<file path="config.mk">
export PLATFORM = sky130hd
export DESIGN_NAME = uart_receiver_flat
export DESIGN_NICKNAME = d
export VERILOG_FILES = /design/src/rtl/uart_receiver_pkg.sv /design/src/rtl/uart_receiver_if.sv /design/src/rtl/uart_receiver_sync2.sv /design/src/rtl/uart_receiver.sv /design/src/flat_wrapper.sv
export SDC_FILE = /design/constraint.sdc
export NUM_CORES = 1
export LEC_CHECK = 0
export ABC_AREA = 1
export ABC_CLOCK_PERIOD_IN_PS = 2400
export CORE_MARGIN = 3
export CORE_UTILIZATION = 30
export DETAILED_ROUTE_END_ITERATION = 7
export PLACE_DENSITY = 0.56
export SLEW_MARGIN = 0
export SYNTH_ARGS = -nofsm -noshare
export SYNTH_HDL_FRONTEND = slang
export SYNTH_SLANG_ARGS = --single-unit
</file>
<file path="constraint.sdc">
create_clock -name baudClk -period 2.4 [get_ports baudClk]
set_clock_uncertainty 0.1 [all_clocks]
set_input_delay 0.48 -clock baudClk [delete_from_list [all_inputs] [get_ports baudClk]]
set_output_delay 0.48 -clock baudClk [all_outputs]
set_load 0.05 [all_outputs]
</file>
<file path="src/rtl/uart_receiver_pkg.sv">
// Shared types and constants for the 8N1 UART receiver.
package uart_receiver_pkg;

   localparam int unsigned DATA_W         = 8;
   localparam int unsigned OVERSAMPLE_DEF = 16;
   localparam int unsigned CNT_W_DEF      = 4;
   localparam int unsigned BIT_IDX_W      = $clog2(DATA_W);

   // Codes shared with the transmitter; RX_BREAK is receive-only.
   typedef enum logic [2:0] {
      IDLE      = 3'd0,
      START_BIT = 3'd1,
      DATA_BITS = 3'd2,
      STOP_BIT  = 3'd3,
      RX_BREAK  = 3'd4
   } rx_state_e;

endpackage : uart_receiver_pkg

</file>
<file path="src/rtl/uart_receiver_if.sv">
// Line-side inputs and byte/strobe outputs of the UART receiver.
interface uart_receiver_if;
   import uart_receiver_pkg::*;

   logic              en;
   logic              rx;
   logic [DATA_W-1:0] toMem;
   logic              rxDone;
   logic              frameErr;
   logic              busy;

   modport master (output en, output rx,
                   input toMem, input rxDone, input frameErr, input busy);

   modport slave  (input en, input rx,
                   output toMem, output rxDone, output frameErr, output busy);

endinterface : uart_receiver_if

</file>
<file path="src/rtl/uart_receiver_sync2.sv">
// Two-flop synchronizer for the asynchronous serial line; resets to idle-high.
module uart_receiver_sync2 (
   input  logic clk,
   input  logic reset,
   input  logic d_i,
   output logic q_o
);

   logic meta_q;
   logic sync_q;

   // Both stages reset to 1 so a reset never looks like a start edge.
   always_ff @(posedge clk) begin
      if (reset) begin
         meta_q <= 1'b1;
         sync_q <= 1'b1;
      end else begin
         meta_q <= d_i;
         sync_q <= meta_q;
      end
   end

   assign q_o = sync_q;

endmodule : uart_receiver_sync2

</file>
<file path="src/rtl/uart_receiver.sv">
// 8N1 UART receiver: start detect, mid-bit sampling, stop check, break hold-off.
module uart_receiver
   import uart_receiver_pkg::*;
#(
   parameter int unsigned OVERSAMPLE = OVERSAMPLE_DEF,
   parameter int unsigned CNT_W      = CNT_W_DEF
) (
   input  logic            baudClk,
   input  logic            reset,
   uart_receiver_if.slave  bus
);

   localparam logic [CNT_W-1:0]     HALF_TGT = CNT_W'(OVERSAMPLE / 2 - 1);
   localparam logic [CNT_W-1:0]     FULL_TGT = CNT_W'(OVERSAMPLE - 1);
   localparam logic [CNT_W-1:0]     CNT_ONE  = CNT_W'(1);
   localparam logic [BIT_IDX_W-1:0] LAST_BIT = BIT_IDX_W'(DATA_W - 1);
   localparam logic [BIT_IDX_W-1:0] IDX_ONE  = BIT_IDX_W'(1);

   logic rx_sync;

   rx_state_e             state_q,     state_d;
   logic [CNT_W-1:0]      tick_q,      tick_d;
   logic [BIT_IDX_W-1:0]  bit_idx_q,   bit_idx_d;
   logic [DATA_W-1:0]     shift_q,     shift_d;
   logic [DATA_W-1:0]     to_mem_q,    to_mem_d;
   logic                  rx_done_q,   rx_done_d;
   logic                  frame_err_q, frame_err_d;
   logic                  busy_q,      busy_d;

   uart_receiver_sync2 u_sync (
      .clk   (baudClk),
      .reset (reset),
      .d_i   (bus.rx),
      .q_o   (rx_sync)
   );

   // State and datapath registers; reset abandons any frame in flight.
   always_ff @(posedge baudClk) begin
      if (reset) begin
         state_q     <= IDLE;
         tick_q      <= '0;
         bit_idx_q   <= '0;
         shift_q     <= '0;
         to_mem_q    <= '0;
         rx_done_q   <= 1'b0;
         frame_err_q <= 1'b0;
         busy_q      <= 1'b0;
      end else begin
         state_q     <= state_d;
         tick_q      <= tick_d;
         bit_idx_q   <= bit_idx_d;
         shift_q     <= shift_d;
         to_mem_q    <= to_mem_d;
         rx_done_q   <= rx_done_d;
         frame_err_q <= frame_err_d;
         busy_q      <= busy_d;
      end
   end

   // Next-state and strobe logic; the tick counter restarts at 0 on every state entry.
   always_comb begin
      state_d     = state_q;
      tick_d      = tick_q;
      bit_idx_d   = bit_idx_q;
      shift_d     = shift_q;
      to_mem_d    = to_mem_q;
      rx_done_d   = 1'b0;
      frame_err_d = 1'b0;

      unique case (state_q)
         IDLE: begin
            if (bus.en && !rx_sync) begin
               state_d = START_BIT;
               tick_d  = '0;
            end
         end

         START_BIT: begin
            if (tick_q == HALF_TGT) begin
               tick_d = '0;
               if (!rx_sync) begin
                  bit_idx_d = '0;
                  state_d   = DATA_BITS;
               end else begin
                  state_d   = IDLE;
               end
            end else begin
               tick_d = tick_q + CNT_ONE;
            end
         end

         DATA_BITS: begin
            if (tick_q == FULL_TGT) begin
               tick_d    = '0;
               shift_d   = {rx_sync, shift_q[DATA_W-1:1]};
               bit_idx_d = bit_idx_q + IDX_ONE;
               if (bit_idx_q == LAST_BIT) begin
                  state_d = STOP_BIT;
               end
            end else begin
               tick_d = tick_q + CNT_ONE;
            end
         end

         STOP_BIT: begin
            if (tick_q == FULL_TGT) begin
               tick_d = '0;
               if (rx_sync) begin
                  to_mem_d  = shift_q;
                  rx_done_d = 1'b1;
                  state_d   = IDLE;
               end else begin
                  frame_err_d = 1'b1;
                  state_d     = RX_BREAK;
               end
            end else begin
               tick_d = tick_q + CNT_ONE;
            end
         end

         RX_BREAK: begin
            // Hold off until the line idles so a break cannot retrigger.
            if (rx_sync) begin
               tick_d  = '0;
               state_d = IDLE;
            end
         end

         default: begin
            state_d = IDLE;
            tick_d  = '0;
         end
      endcase

      busy_d = (state_d != IDLE);
   end

   assign bus.toMem    = to_mem_q;
   assign bus.rxDone   = rx_done_q;
   assign bus.frameErr = frame_err_q;
   assign bus.busy     = busy_q;

endmodule : uart_receiver

</file>
<file path="src/flat_wrapper.sv">
// flat-port wrapper written by rule: the top's interface ports become plain ports
module uart_receiver_flat import uart_receiver_pkg::*;
#(
   parameter int unsigned OVERSAMPLE = OVERSAMPLE_DEF,
   parameter int unsigned CNT_W      = CNT_W_DEF
)
  (baudClk, reset, bus_en, bus_rx, bus_toMem, bus_rxDone, bus_frameErr, bus_busy);
  uart_receiver_if bus_i ();
  input  logic baudClk;
  input  logic reset;
  input wire logic [$bits(bus_i.en)-1:0] bus_en;
  input wire logic [$bits(bus_i.rx)-1:0] bus_rx;
  output wire logic [$bits(bus_i.toMem)-1:0] bus_toMem;
  output wire logic [$bits(bus_i.rxDone)-1:0] bus_rxDone;
  output wire logic [$bits(bus_i.frameErr)-1:0] bus_frameErr;
  output wire logic [$bits(bus_i.busy)-1:0] bus_busy;
  assign bus_i.en = bus_en;
  assign bus_i.rx = bus_rx;
  assign bus_toMem = bus_i.toMem;
  assign bus_rxDone = bus_i.rxDone;
  assign bus_frameErr = bus_i.frameErr;
  assign bus_busy = bus_i.busy;
  uart_receiver #(.OVERSAMPLE(OVERSAMPLE), .CNT_W(CNT_W)) u_core (.baudClk(baudClk), .reset(reset), .bus(bus_i));
endmodule
</file>
==> results.ini <==
[run_status]
status = finished, final reports clean

[grt]
met3_usage_pct = 4.63
grt_overflow_total = 0
antenna_found_initial = 0
first_global_vias = 1043
met2_usage_pct = 17.2
busiest_layer = met2
grt_max_degree = 24
grt_first_pass_wirelength_mm = 4.70
use_met1_pct = 15.8
grtUsageTotal_pct = 12.0

[final_layout]
finalNetCount = 201
syn2layout_area_growth_pct = 24.3
final_common_cell = nor2_1
num_antenna_cells = 0
final_cell_mix = nor2_1 (44), dfxtp_1 (31), nand2_1 (26)
layout-drive-gt1-share_pct = 12.3

[pwr]
vdd_ir_drop_max_mv = 0.350
power_density_mw_per_mm2 = 674
power.leakage_nw = 0.692

[sta]
setup_ws_ns = 0.398
hold_viol = 0
slew_headroom_pct = 60.5
tightestPinTransition_ns = 0.593
slew_viol_final = 0
max_freq_ghz = 0.499
rsz0062_at_grt = false
finalSetupViolCount = 0
period_share_pct = 83.4
setup_tns_ns = 0
finalCriticalPeriod_ns = 2.00

[yosys]
synth_cells = 175
synth-seq-cells = 31
synthMuxAreaShare_pct = 0
synthAdderAreaFrac_pct = 2.89
syn_area_sq_mm = 0.00130
synth_simple_gate_area_share_pct = 32.7
synth_warnings = 0
synth_cell_types = 20
synthesis.nets = 182
synth_top_family_by_area = simple AND/OR/NAND/NOR gates
synth-compound-area-share_pct = 11.5
synthXorXnorAreaFrac_pct = 0
avgSynthCellArea_sq_um = 7.43
seq_area_frac_synth_pct = 47.7

[worst_setup_path]
cp-start-kind = register
endpoint_kind = primary output
crit_buf_inv = 1
cp_cell_sequence = clkdlybuf4s50_1
crit_required_ns = 1.82
crit_arrival_ns = 1.42
path_class = reg2out
critPathSlowestCell = clkdlybuf4s50_1
cpPeakStageDelay_ns = 0.80
cp_top_family = buffers and inverters
worstPathMaxFanout = 2

[floorplan]
row_count = 23
die_area_sq_mm = 0.00516
start_util_pct = 31.8
core_area_sq_mm = 0.00409
boundaryPins = 15
die_h_um = 71.8
chipWidth_um = 71.8

[clock_tree]
clkTransAtPathRegs_ns = 0.06
cts-root-buf = clkbuf_8
cts.sinks = 31
hold_buffers = 0
htreeDepth = 2
clk_latency_ns = 0.28
postCtsResizedCells = 0
cts_buffer_depth = 2
cts_tree = yes
post-cts-setup-buffers = 0
cts_buffers = 5

[route]
drcViolationCount = 0
vias_per_cell = 4.47
drt-total-wl_mm = 2.64
vias = 1096
drt_iter0_drc = 56
ant_nets = 0
post_drt_wl_per_cell_um = 10.8
drt-pass1-iter-count = 4

[placed_design]
dp_hpwl_mm = 1.84
dp_slack_ns = 0.560
globalplace.congestion = 0.761
port_buffers = 14

[hold_path]
hp-class = reg2reg

[run]
drv_cap = 0

[area by class of cell]
type | instances | area (sq um)
inverters | 13 | 53.8
clock buffers | 6 | 82.6
repair buffers | 15 | 148
well taps | 50 | 62.6
flip-flops and latches | 31 | 621
fillers | 436 | 2470
clock inverters | 2 | 35.0
multi-input cells | 128 | 613
[where the power goes]
group | switching [mW] | internal [mW]
sequential | 0.00356 | 0.518
combinational | 0.0224 | 0.0138
clock | 0.195 | 0.336
total | 0.221 | 0.868
[per-layer routing]
metal	vias up	wire, um
li1	602	-
met1	476	1350
met2	14	1140
met3	4	99
met4	0	50
met5	-	0
[path summary, 6_finish.rpt]
| kind | cells after the start | endpoint | start | slack, ns |
|---|---|---|---|---|
| setup / recovery | 1 | bus_toMem[4] | u_core.bus.toMem[4]$_SDFFE_PP0P_ | 0.40 |
| hold / removal | 1 | u_core.u_sync.q_o$_SDFF_PP1_ | u_core.u_sync.meta_q$_SDFF_PP1_ | 0.31 |
| hold reg to reg | 1 | u_core.u_sync.q_o$_SDFF_PP1_ | u_core.u_sync.meta_q$_SDFF_PP1_ | 0.31 |
| setup reg to reg | 8 | u_core.bus.toMem[4]$_SDFFE_PP0P_ | u_core.tick_q[0]$_SDFFE_PP0P_ | 0.71 |
[flip-flops by register name, summed over array words and instances (netlist names)]
name                  count
u_core.u_sync.meta_q      1
u_core.bit_idx_q          3
u_core.state_q            3
u_core.bus.toMem          8
u_core.bus.frameErr       1
u_core.bus.busy           1
u_core.u_sync.q_o         1
u_core.bus.rxDone         1
u_core.shift_q            8
u_core.tick_q             4
[stage by stage]
| stage | instance area, sq um | hold WS, ns | instances | total power [mW] | utilization (%) |
|---|---|---|---|---|---|
| floorplan | 1300 | 0.289 | 175 | 0.558 | - |
| global placement | 1500 | 0.292 | 237 | 0.571 | 36.7 |
| detailed placement | 1500 | 0.295 | 237 | 0.570 | 36.7 |
| CTS | 1620 | 0.310 | 245 | 1.10 | 39.5 |
| global route | 1620 | 0.319 | 245 | 1.13 | 39.5 |
| finish | 1620 | 0.308 | 245 | 1.09 | 39.5 |
[kinds of logic after synthesis]
| group | Yosys count |
|---|---|
| simple gates | 95 |
| flops | 31 |
| buf+inv | 16 |
| fa+ha+maj | 3 |
| compound gates | 30 |
[cells in the mapped netlist (all sizes together)]
master	count	share of area (%)
nor2	49	17
dfxtp	31	48
nand2	31	9.9
o21ai	20	7.7
inv	13	4.1
a21oi	10	3.9
nand3	9	3.5
ha	3	2.9
nand4	3	1.4
clkbuf	2	0.58
or2	2	0.96
buf	1	0.38
nor3	1	0.38
Note: power is estimated with default switching activity, not from simulation.
